===== src/rtl/fp_mul_pkg.sv =====
// fp_mul_pkg: shared types and sizing helpers for the Booth significand multiplier
package fp_mul_pkg;
  typedef enum logic [1:0] {IDLE, ITER, FINAL, HOLD} state_t;
  typedef struct packed {
    logic zero;
    logic p1;
    logic p2;
    logic m1;
    logic m2;
  } booth_t;
  function automatic int booth_digits(input int sig_width);
    return (sig_width + 1) / 2 + 1;
  endfunction
endpackage


===== src/rtl/booth_recoder.sv =====
// booth_recoder: radix-4 Booth digit recode and signed multiple selection
// Ports: bits = y(2i+1,2i,2i-1), x multiplicand; digit one-hot, mult = digit*x
//        (one's complement for negative digits), cin = +1 completing the negation.
module booth_recoder
  import fp_mul_pkg::*;
#(
  parameter int N = 24,
  parameter int W = 2 * N + 4
) (
  input  logic [2:0]   bits,
  input  logic [N-1:0] x,
  output booth_t       digit,
  output logic [W-1:0] mult,
  output logic         cin
);
  logic [W-1:0] xe;
  assign xe = W'(x);
  assign digit = '{zero: bits == 3'b000 || bits == 3'b111,
                   p1:   bits == 3'b001 || bits == 3'b010,
                   p2:   bits == 3'b011,
                   m1:   bits == 3'b101 || bits == 3'b110,
                   m2:   bits == 3'b100};
  assign mult = digit.p1 ? xe : digit.p2 ? xe << 1 : digit.m1 ? ~xe : digit.m2 ? ~(xe << 1) : '0;
  assign cin  = digit.m1 || digit.m2;
endmodule


===== src/rtl/csa.sv =====
// csa: 3:2 carry-save adder; co is already weighted x2 with ci filling its LSB
// Ports: a/b/c addends, ci carry-in at LSB, s sum vector, co shifted carry vector.
module csa #(
  parameter int W = 8
) (
  input  logic [W-1:0] a,
  input  logic [W-1:0] b,
  input  logic [W-1:0] c,
  input  logic         ci,
  output logic [W-1:0] s,
  output logic [W-1:0] co
);
  assign s  = a ^ b ^ c;
  assign co = {(a[W-2:0] & b[W-2:0]) | (a[W-2:0] & c[W-2:0]) | (b[W-2:0] & c[W-2:0]), ci};
endmodule


===== src/rtl/fp_mul_sigcalc.sv =====
// fp_mul_sigcalc: iterative radix-4 Booth significand multiplier with G/R/S normalization
// Ports: clk, resetn (async, active-low), enable (global stall);
//        in_valid/in_ready/x/y operand side; out_valid/out_ready/product/guard_bit/
//        round_bit/sticky_bit/count result side (count=1 means exponent +1).
// FP_MUL_SIGCALC_EARLY_EXIT_EN: leave ITER once the unrecoded multiplier bits are all zero.
module fp_mul_sigcalc
  import fp_mul_pkg::*;
#(
  parameter int sig_width        = 23,
  parameter int DIGITS_PER_CYCLE = 1
) (
  input  logic               clk,
  input  logic               resetn,
  input  logic               enable,
  input  logic               in_valid,
  output logic               in_ready,
  input  logic [sig_width:0] x,
  input  logic [sig_width:0] y,
  output logic               out_valid,
  input  logic               out_ready,
  output logic [sig_width:0] product,
  output logic               guard_bit,
  output logic               round_bit,
  output logic               sticky_bit,
  output logic               count
);
  localparam int N      = sig_width + 1;
  localparam int W      = 2 * N + 4;
  localparam int DPC    = DIGITS_PER_CYCLE;
  localparam int DIGITS = booth_digits(sig_width);
  localparam int ITERS  = (DIGITS + DPC - 1) / DPC;
  // digit count padded to whole iterations; the extra top digits see only zero bits
  localparam int NDIG   = ITERS * DPC;
  localparam int YW     = 2 * NDIG;
  localparam int CW     = $clog2(NDIG + 1);
  state_t state;
  logic [N-1:0] xr;
  logic [YW-1:0] yr;
  logic [W-1:0] s, c;
  logic [CW-1:0] dcnt, dnext;
  logic last;
  logic [2*N-1:0] p;
  logic [W-1:0] ss [DPC+1];
  logic [W-1:0] cc [DPC+1];
  logic [YW-1:0] ys [DPC+1];
  assign in_ready  = state == IDLE;
  assign out_valid = state == HOLD;
  assign ss[0] = s;
  assign cc[0] = c;
  assign ys[0] = yr;
  // yr shifts left two bits per digit, so its top three bits are always the next digit window
  for (genvar d = 0; d < DPC; d++) begin : g_dig
    booth_t dig;
    logic [W-1:0] mult, csum, ccar;
    logic cin;
    booth_recoder #(.N(N), .W(W)) u_rec (
      .bits (ys[d][YW-1 -: 3]),
      .x    (xr),
      .digit(dig),
      .mult (mult),
      .cin  (cin)
    );
    csa #(.W(W)) u_csa (
      .a (ss[d] << 2),
      .b (cc[d] << 2),
      .c (mult),
      .ci(cin),
      .s (csum),
      .co(ccar)
    );
    always_comb assert ($onehot(dig));
    assign ss[d+1] = csum;
    assign cc[d+1] = ccar;
    assign ys[d+1] = ys[d] << 2;
  end
  assign dnext = dcnt + CW'(DPC);
`ifdef FP_MUL_SIGCALC_EARLY_EXIT_EN
  assign last = dnext == CW'(NDIG) || ys[DPC] == '0;
  // skipped digits are all zero, so the missing 4^k scaling is a plain shift
  assign p = (s[2*N-1:0] + c[2*N-1:0]) << {CW'(NDIG) - dcnt, 1'b0};
`else
  assign last = dnext == CW'(NDIG);
  assign p = s[2*N-1:0] + c[2*N-1:0];
`endif
  always_ff @(posedge clk or negedge resetn) begin
    if (!resetn) begin
      state      <= IDLE;
      xr         <= '0;
      yr         <= '0;
      s          <= '0;
      c          <= '0;
      dcnt       <= '0;
      product    <= '0;
      guard_bit  <= 1'b0;
      round_bit  <= 1'b0;
      sticky_bit <= 1'b0;
      count      <= 1'b0;
    end else if (enable) begin
      case (state)
        IDLE: if (in_valid) begin
          xr    <= x;
          yr    <= YW'(y);
          s     <= '0;
          c     <= '0;
          dcnt  <= '0;
          state <= ITER;
        end
        ITER: begin
          s     <= ss[DPC];
          c     <= cc[DPC];
          yr    <= ys[DPC];
          dcnt  <= dnext;
          state <= last ? FINAL : ITER;
        end
        FINAL: begin
          count      <= p[2*N-1];
          product    <= p[2*N-1] ? p[2*N-1 -: N] : p[2*N-2 -: N];
          guard_bit  <= p[2*N-1] ? p[N-1] : p[N-2];
          round_bit  <= p[2*N-1] ? p[N-2] : p[N-3];
          sticky_bit <= p[2*N-1] ? |p[N-3:0] : |p[N-4:0];
          state      <= HOLD;
        end
        default: if (out_ready) state <= IDLE;
      endcase
    end
  end
endmodule

===== config.mk =====
export PLATFORM = sky130hd
export DESIGN_NAME = fp_mul_sigcalc
export DESIGN_NICKNAME = d
export VERILOG_FILES = /design/src/rtl/fp_mul_pkg.sv /design/src/rtl/booth_recoder.sv /design/src/rtl/csa.sv /design/src/rtl/fp_mul_sigcalc.sv
export SDC_FILE = /design/constraint.sdc
export NUM_CORES = 1
export LEC_CHECK = 0
export ABC_AREA = 1
export BUFFER_PORTS_ARGS = -buffer_cell sky130_fd_sc_hd__buf_2
export CORE_ASPECT_RATIO = 2
export CORE_UTILIZATION = 56
export CTS_CLUSTER_DIAMETER = 200
export DETAILED_ROUTE_END_ITERATION = 10
export HOLD_SLACK_MARGIN = 0.1
export PLACE_DENSITY = 0.88
export SETUP_SLACK_MARGIN = 0.02
export SKIP_LAST_GASP = 1
export SLEW_MARGIN = 15
export SYNTH_ARGS = -nofsm -noshare
export SYNTH_HDL_FRONTEND = slang
export SYNTH_SLANG_ARGS = --single-unit

===== constraint.sdc =====
create_clock -name clk -period 3 [get_ports clk]
set_input_delay 0.15 -clock clk [delete_from_list [all_inputs] [get_ports clk]]
set_output_delay 0.15 -clock clk [all_outputs]
set_load 0.03 [all_outputs]

# Word level (Yosys, flattened, before mapping)
# Cells that the tools add are included.
# totals
register_bits	180
output_inout_bits	30
word_cells	64
# op_classes
n_addsub	2
eq_ne	11
mux	19
bitwise	9
n_reduce_logical	12
# op_table
op	count
$mux 48	5
$pmux 48 s2	2
$and 47x47->47	3
$xor 48x48->48	2
$or 47x47->47	2
$pmux 26 s2	1
$add 48x48->48	1
$not 24->48	1
$not 25->48	1
$mux 26	1
$mux 24	1
$reduce_or 22->1	1
$reduce_or 21->1	1
$eq 3x3->1 const B	3
$reduce_and 3->1	3
$pmux 4 s2	1
$eq 3x2->1 const B	2
$mux 2	3
$pmux 2 s3	1
$add 4x1->4 const B	1
$eq 2x2->1 const B	2
$eq 4x4->1 const B	1
$mux 4	1
$reduce_bool 4->1	1
other kinds (8)	12

# Depth between registers and ports, before layout
# Gate-level depths: netlist of the first run.
# depth
word_depth	9
mapped_depth	17

# Cells and area by module
# From an unflattened synthesis of the first run, not the netlist that was laid out.
# unflattened
hier_cells	1717
area_unflattened_um2	13341.5
# modules_own_cells
mod	instances	cells_each	area_each_um2	seq_area_each_um2
fp_mul_sigcalc	1	1452	11157.0	4604.4
booth_recoder	1	204	1121.1	0.0
csa	1	61	1063.5	0.0

# Worst setup path before layout of the first run
# Ideal clock, no wire load.
# synth_timing
path_type	register to register
start	register yr[23]
end	register s[24]
setup_ns	0.126
arrival_ns	2.938
setup_slack_ns	-0.064
stages_incl_launch_ff	10
path_buffers	1
period_less_slack_ns	3.064
cell_sequence	dfrtp_1 -> nand2_1 -> inv_1 -> nor2_1 -> clkbuf_1 -> o21ai_0 -> o21ai_0 -> inv_1 -> fa_1 -> o21ai_0
# synth_between
elab_chain_len	7
# synth_lines
element	line	rtl
from (decl)	fp_mul_sigcalc.sv:38	logic [YW-1:0] yr;
from (signal assigned)	fp_mul_sigcalc.sv:102	yr <= YW'(y);
from (signal assigned)	fp_mul_sigcalc.sv:111	yr <= ys[DPC];
$eq 3x3->1, on equally long branches	booth_recoder.sv:22, booth_recoder.sv:21	
$mux 48 / $logic_or 1x1->1 (equally long branches)	booth_recoder.sv:23, booth_recoder.sv:21	
$mux 48 (2 in series)	booth_recoder.sv:23	assign mult = digit.p1 ? xe : digit.p2 ? xe << 1 : digit.m1 ? ~xe : digit.m2 ? ~(xe << 1) : '0;
$mux 48 (*)	booth_recoder.sv:23	
$xor 48x48->48 (*)	csa.sv:13	assign s = a ^ b ^ c;
$pmux 48 s2 (*)	fp_mul_sigcalc.sv:99	case (state)
to (signal assigned)	fp_mul_sigcalc.sv:109	s <= ss[DPC];
to (decl)	fp_mul_sigcalc.sv:39	logic [W-1:0] s, c;
# Mark *: on every way between the ends. The rest lies on a longest branch, timed or not.
# A chain may end at the register's enable or synchronous reset.

# Final worst setup path of the first run
# layout_timing
start	register yr[24]
end	register s[21]
# The elaborated chain is that of the path after synthesis.

==> key figures, run 1 <==
Clock network
  • # H-tree levels: 4
  • TritonCTS buffer count: 17
  • Setup repair bufs after CTS: 0
  • CTS Root Buffer Type: clkbuf_16
  • Clk pin slew, worst setup/hold paths: about 0.070 ns
  • CTS tree: yes
  • CTS sink count: 178
  • Clock latency at the later pin of the worst-skew pair: 0.47 ns
  • Clock buffer depth: 2

Die
  • Row count: between 70 and 80
  • Num ports: 83
  • Die width: between 100 and 150 microns
  • Initial core utilization: 0.569
  • Die height: approximately 210 microns
  • Die ar.: 0.0230 sq mm
  • Core box area: 0.0220 sq mm

Final layout
  • Final core occ: 0.657
  • Area grow syn2layout: 15.5%
  • Fraction of layout cells with a size suffix above 1: 0.0958
  • Final Non-Filler Cells: 2,113
  • Nets: 1,974
  • Diodes inserted: 0

Global routing
  • Met1 Usage GRT: 0.330
  • Global route total overflow: 0
  • Global Route met3 Usage: 0.0723
  • Most Crowded Layer GR: met2
  • Largest net degree at the start of global routing: 58
  • Met2 Use GR: 0.681
  • Antenna violations before repair: 0
  • First-pass GRT wire length: between 60,000 and 70,000 microns
  • GRT Total Usage: 0.375
  • Vias in the first global route: ~12,000

Power and ir drop
  • Lkg Pwr: roughly 7.6 nW
  • Switching Power: 7.09 mW
  • Share of total power in the clock network: 0.164
  • Maximum VDD drop: about 0.00096 V
  • Sequential Power Share: 0.278
  • Pwr dens: 1000 mW/mm^2
  • Combinational share of power: 0.558
  • P_int: roughly 7.4 mW
  • Switching Fraction: 0.489

Route
  • Via-to-Cell Ratio: around 5.7
  • DR vias: around 12,000
  • Final wirelength: between 40,000 and 50,000 microns
  • Wirelength per Cell: just under 20 microns
  • 1st-iter DRT viols: approximately 770
  • Antenna Nets Post-Route: 0
  • Total iterations of the first detailed-routing run: 6
  • DRC violations left: 0

STA
  • Slew Viols, Final: 0
  • FMAX: between 300 and 400 MHz
  • Slew @ Worst Pin: 0.784 ns
  • Hold Vio Cnt, Final: 0
  • Period minus WS final: between 2 and 3 ns
  • RSZ-0062 raised after global routing: yes
  • TNS Setup: 0 ns
  • Clk_skew: a little over 0.01 ns
  • Endpoints failing setup: 0
  • Final worst-path cycle share: 0.938
  • Slew Limit Headroom: 0.477
  • Worst setup margin: ~0.19 ns

Setup path
  • Slowest stage cell, crit path: fa_1
  • CP Launch Type: register
  • Crit Path Class: register to register
  • Crit-path max FO: around 40
  • Crit. End Element: register
  • Worst Path Buf+Inv: 3
  • CP required: about 3.4 ns
  • Crit path max-delay family: compound AO/OA/AOI/OAI gates
  • Most frequent CP cell: inv_1
  • Worst EP arrival: ~3.2 ns
  • CP cell instances: nor2_2, inv_1, nand2_1, nor2_1, inv_1, buf_4, o21ai_0, fa_1, o22ai_1
  • CP max stage delay: 0.52 ns

Logic synthesis
  • Synthesized area: roughly 0.013 sq mm
  • Register area share after synthesis: 0.356
  • Compound-gate portion of the synthesized area: 0.156
  • Avg Cell Area, Syn: around 7.4 sq um
  • XOR/XNOR share of the synthesized area: 0.0133
  • Main combinational cell family by area after synthesis: simple AND/OR/NAND/NOR gates
  • Post-synth top cells: nand2_1, inv_1, dfrtp_1
  • Synth area leader: dfrtp_1
  • Post-synthesis cell type count: 43
  • Synth warn: 0
  • Syn nets: approximately 1,800
  • Ys flop type: dfrtp_1
  • Post-synth ARST share: 1.00
  • Number of synthesized flops with an enable pin: 0
  • Cell with the most instances after synthesis: nand2_1
  • Yosys reg bits: approximately 180
  • Gate Count Post-Synth: between 1,500 and 2,000
  • Mux contribution to synthesized area: 0
  • Adder-Cell Fraction of Synth Area: 0.123
  • Synth Area in Simple Gates: 0.256
  • Top area cells in the synthesized netlist: dfrtp_1, nand2_1, inv_1, fa_1, ha_1
  • Synth top area share: 0.356

Placed design
  • RePlAce Congestion: approximately 1.1
  • PortBufs: 82
  • Place WS: approximately 0.14 ns
  • Hpwl dp: ~31,000 microns
  • Placed insts: slightly above 2,000

Flow run
  • Max cap viols: 0

Worst hold path
  • Hold WC Path Type: input port to register

Status
  • Status: complete, no violations
==> area by class of cell <==
class                   count  area [sq um]
clock buffers              18           429
clock inverters            14           175
fillers                  1862          7530
inverters                 255           957
multi-input cells        1210          6890
flip-flops and latches    178          4450
well taps                 276           345
repair buffers            162          1180
==> through the flow <==
| stage | instance area [sq um] | hold WS, ns | total power [mW] |
|---|---|---|---|
| after floorplan | 12500 | -0.146 | 9.30 |
| after global placement | 13300 | 0.145 | 11.5 |
| after detailed placement | 13300 | 0.158 | 11.7 |
| after CTS | 14400 | 0.135 | 14.3 |
| after global routing | 14400 | 0.184 | 15.5 |
| final | 14400 | 0.172 | 14.5 |
==> final timing paths <==
path	from	to	slack, ns	depth (start not counted)
max in group asynchronous	resetn	s[20]	1.99	3
hold / removal	out_ready	state[1]	0.17	4
min in group asynchronous	resetn	c[33]	0.22	2
setup / recovery	yr[24]	s[21]	0.19	9
hold reg to reg	product[16]	product[16]	0.48	2
setup reg to reg	yr[24]	s[21]	0.19	9
==> cell usage in the layout (no fill, tap or decap), types with 9 or more instances in the layout <==
cell / count
clkbuf_16: 17
o21bai_1: 9
buf_2: 81
dfrtp_1: 178
ha_1: 54
a21oi_1: 46
a22o_1: 45
dlygate4sd3_1: 50
inv_1: 249
nand3b_1: 10
buf_4: 26
o211ai_1: 36
nor2_1: 106
o21ai_0: 118
nand2_1: 534
o22ai_1: 38
nand3_1: 77
fa_1: 43
nor2_2: 10
nand4_1: 17
xor2_1: 14
==> kinds of logic after synthesis <==
group | after synthesis
AO/OA/AOI/OAI | 314
XOR/XNOR | 19
adder cells (fa/ha/maj) | 97
buffers and inverters | 311
flip-flops | 178
AND/OR/NAND/NOR | 780
==> power by group through the flow <==
stage               Sequential [mW]  Clock, mW  Combinational, mW
global route                   4.14       2.48               8.90
CTS                            4.02       2.38               7.86
floorplan                      4.21          0               5.09
global placement               3.99          0               7.48
detailed placement             4.04          0               7.71
finish                         4.03       2.37               8.08
==> what timing repair did <==
action	CTS	global route
hold endpoints to repair	102	0
resized for setup	0	5
hold buffers	50	0
setup endpoints to repair	0	8
==> flip-flops by register name (all words and copies together) (netlist names) <==
register,flops
c,46
count,1
dcnt,4
guard_bit,1
product,24
round_bit,1
s,48
state,2
sticky_bit,1
xr,24
yr,26
==> layer usage <==
layer  routed length (microns)  vias up  share of wire
met4                      4490        0           0.11
met1                     12900     5710           0.32
li1                          -     5747              -
met2                     21600      467           0.53
met5                         0        -              0
met3                      1810      198          0.044
==> tightest hold or removal path: stages <==
cell and delay, ns:
buf_2 0.07, nor3_1 0.04, nor2_1 0.21, o21ai_0 0.12
(Power assumes the default switching activity.)
==> run 2, diff against run 1 <==
PLACE_DENSITY = 0.87   (was 0.88)
SYNTH_HIERARCHICAL = 1   (was unset)
==> key figures, run 2 <==
Status
  • Status: complete, no violations

Clock network
  • CTS sink count: 180 (+1.1%)
  • Clock latency at the later pin of the worst-skew pair: 0.47 ns (about the same)
  • CTS Root Buffer Type: clkbuf_16
  • Clk pin slew, worst setup/hold paths: 0.07 ns (about the same)
  • # H-tree levels: 4 (unchanged)
  • Clock buffer depth: 2 (unchanged)
  • TritonCTS buffer count: 17 (unchanged)
  • CTS tree: yes

Die
  • Num ports: 83 (unchanged)
  • Die height: 218 microns (+2.2%)
  • Initial core utilization: 0.574 (+0.00518)
  • Die ar.: 0.0240 sq mm (+4.4%)
  • Row count: 78 (+1.3%)
  • Core box area: 0.0227 sq mm (+3.5%)
  • Die width: 110 microns (+2.2%)

Setup path
  • CP endpoint: product[21]
  • CP required: 3.34 ns (-0.04 ns)
  • Reg-to-Reg Start: c[33]
  • Worst EP arrival: 3.16 ns (-0.04 ns)
  • Crit-path max FO: 3 (-93%)
  • R2R depth: 12 (+3)
  • R2R setup slack: 0.18 ns (about the same)
  • Crit. End Element: register
  • Critical path startpoint: c[33]
  • Crit Path Class: register to register
  • CP Launch Type: register
  • Worst R2R End: product[21]

Global routing
  • Antenna violations before repair: 1 (+1)
  • First-pass GRT wire length: 62,400 microns (-1.5%)
  • Global route total overflow: 0 (unchanged)
  • GRT Total Usage: 0.354 (-0.0215)
  • Vias in the first global route: 12,400 (-0.22%)
  • Largest net degree at the start of global routing: 100 (+72%)

Logic synthesis
  • Synth warn: 6 (+6)
  • Gate Count Post-Synth: 1,688 (-0.65%)
  • Avg Cell Area, Syn: 7.74 sq um (+5.1%)
  • Synthesized area: 0.0131 sq mm (+4.5%)

Final layout
  • Nets: 1,946 (-1.4%)
  • Commonest cells after routing, fill and taps aside: nand2_1, inv_1, dfrtp_1
  • Reg area: 0.00450 sq mm (+1.1%)
  • Diodes inserted: 0 (unchanged)
  • Fill count: 1,908 (+2.5%)
  • Multi-input logic area: 0.00728 sq mm (+5.7%)
  • Fraction of layout cells with a size suffix above 1: 0.114 (+0.0180)
  • Commonest non-fill, non-tap cell in the layout: nand2_1
  • Area grow syn2layout: 12.5%
  • Largest regs: c x48, s x48, yr x26

Route
  • DRC violations left: 0 (unchanged)
  • Total iterations of the first detailed-routing run: 6 (unchanged)
  • Wirelength per Cell: 19.0 microns (-1.9%)
  • 1st-iter DRT viols: 695 (-9.3%)
  • DR vias: 12,100 (+0.066%)
  • Final wirelength: 39,500 microns (-3.3%)
  • Via-to-Cell Ratio: 5.83 (+1.6%)
  • Antenna Nets Post-Route: 0 (unchanged)

Flow run
  • Max cap viols: 0 (unchanged)

Power and ir drop
  • Pwr dens: 860 mW/mm^2 (-14%)
  • Lkg Pwr: 7.95 nW (+5.2%)
  • Maximum VDD drop: 0.000799 V (-17%)

Placed design
  • RePlAce Congestion: 1.06 (-2.0%)
  • Hpwl dp: 29,200 microns (-5.5%)
  • PortBufs: 82 (unchanged)

STA
  • Clk_skew: 0.0123 ns (+0.00191 ns)
  • Hold Vio Cnt, Final: 0 (unchanged)
  • Slew @ Worst Pin: 0.614 ns (-0.170 ns)
  • Period minus WS final: 2.82 ns (+0.0102 ns)
  • Endpoints failing setup: 0 (unchanged)
  • FMAX: 354 MHz (-0.36%)
  • TNS Setup: 0 ns (unchanged)
  • WHS: 0.142 ns (-0.0302 ns)
  • Slew Viols, Final: 0 (unchanged)
  • Final worst-path cycle share: 0.942 (+0.00341)
  • Slew Limit Headroom: 0.590 (+0.113)
  • RSZ-0062 raised after global routing: no

Worst hold path
  • Cell count of the worst hold path: 5 (+1)
  • Hold WC Path Type: input port to register
run 2: per-stage QoR:
stage / total power [mW] / cells / instance area, sq um / setup WS, ns / util
floorplan: 8.61 / 1691 / 13100 / 0.868 / -
global placement: 10.0 / 2001 / 13600 / 0.286 / 0.600
detailed placement: 10.2 / 2001 / 13600 / 0.263 / 0.600
CTS: 12.5 / 2080 / 14700 / 0.228 / 0.645
global route: 13.5 / 2081 / 14700 / 0.0261 / 0.646
finish: 12.6 / 2081 / 14700 / 0.175 / 0.646
run 2: worst min-delay path by stage:
stage               slack, ns  startpoint       end
finish                   0.14   out_ready  state[0]
global route             0.21   out_ready  state[0]
CTS                      0.12   out_ready  state[0]
detailed placement       0.15      resetn    xr[19]
global placement         0.15      resetn    xr[19]
floorplan               -0.15      resetn      c[0]
run 2: worst max-delay path: stages (launching register included):
cell	delay, ns
dfrtp_1	0.42
ha_1	0.41
buf_4	0.22
inv_1	0.28
o21bai_1	0.17
a21boi_0	0.29
nand2_1	0.12
a21oi_1	0.17
nand3_1	0.11
nand2_1	0.07
nand2_1	0.22
nand2_1	0.15
nand3_1	0.08
run 2: cell type report:
type,count,share of cell area
Timing Repair Buffer,167,0.0844
Tap cell,280,0.0238
Multi-Input combinational cell,1217,0.496
Clock buffer,21,0.0320
Inverter,207,0.0529
Sequential cell,180,0.306
Clock inverter,9,0.00485
run 2: routing by layer:
metal | vias to the layer above | GRT usage | wire length [microns]
met2 | 446 | 0.632 | 20900
met5 | - | 0 | 13
li1 | 5721 | - | -
met3 | 201 | 0.0870 | 1990
met1 | 5760 | 0.319 | 12700
met4 | 2 | 0.307 | 3780
run 2: power breakdown:
part           internal, mW  total (mW)  switching (mW)
Clock                  1.12        2.11           0.990
Combinational          2.28        6.49            4.21
Sequential             3.23        4.03           0.797
Total                  6.64        12.6            5.99
run 2: repair_timing:
action | 4_1_cts | 5_1_grt
setup endpoints to repair | 0 | 16
resized for setup | 0 | 1
hold endpoints to repair | 112 | 0
setup buffers | 0 | 1
hold buffers | 49 | 0
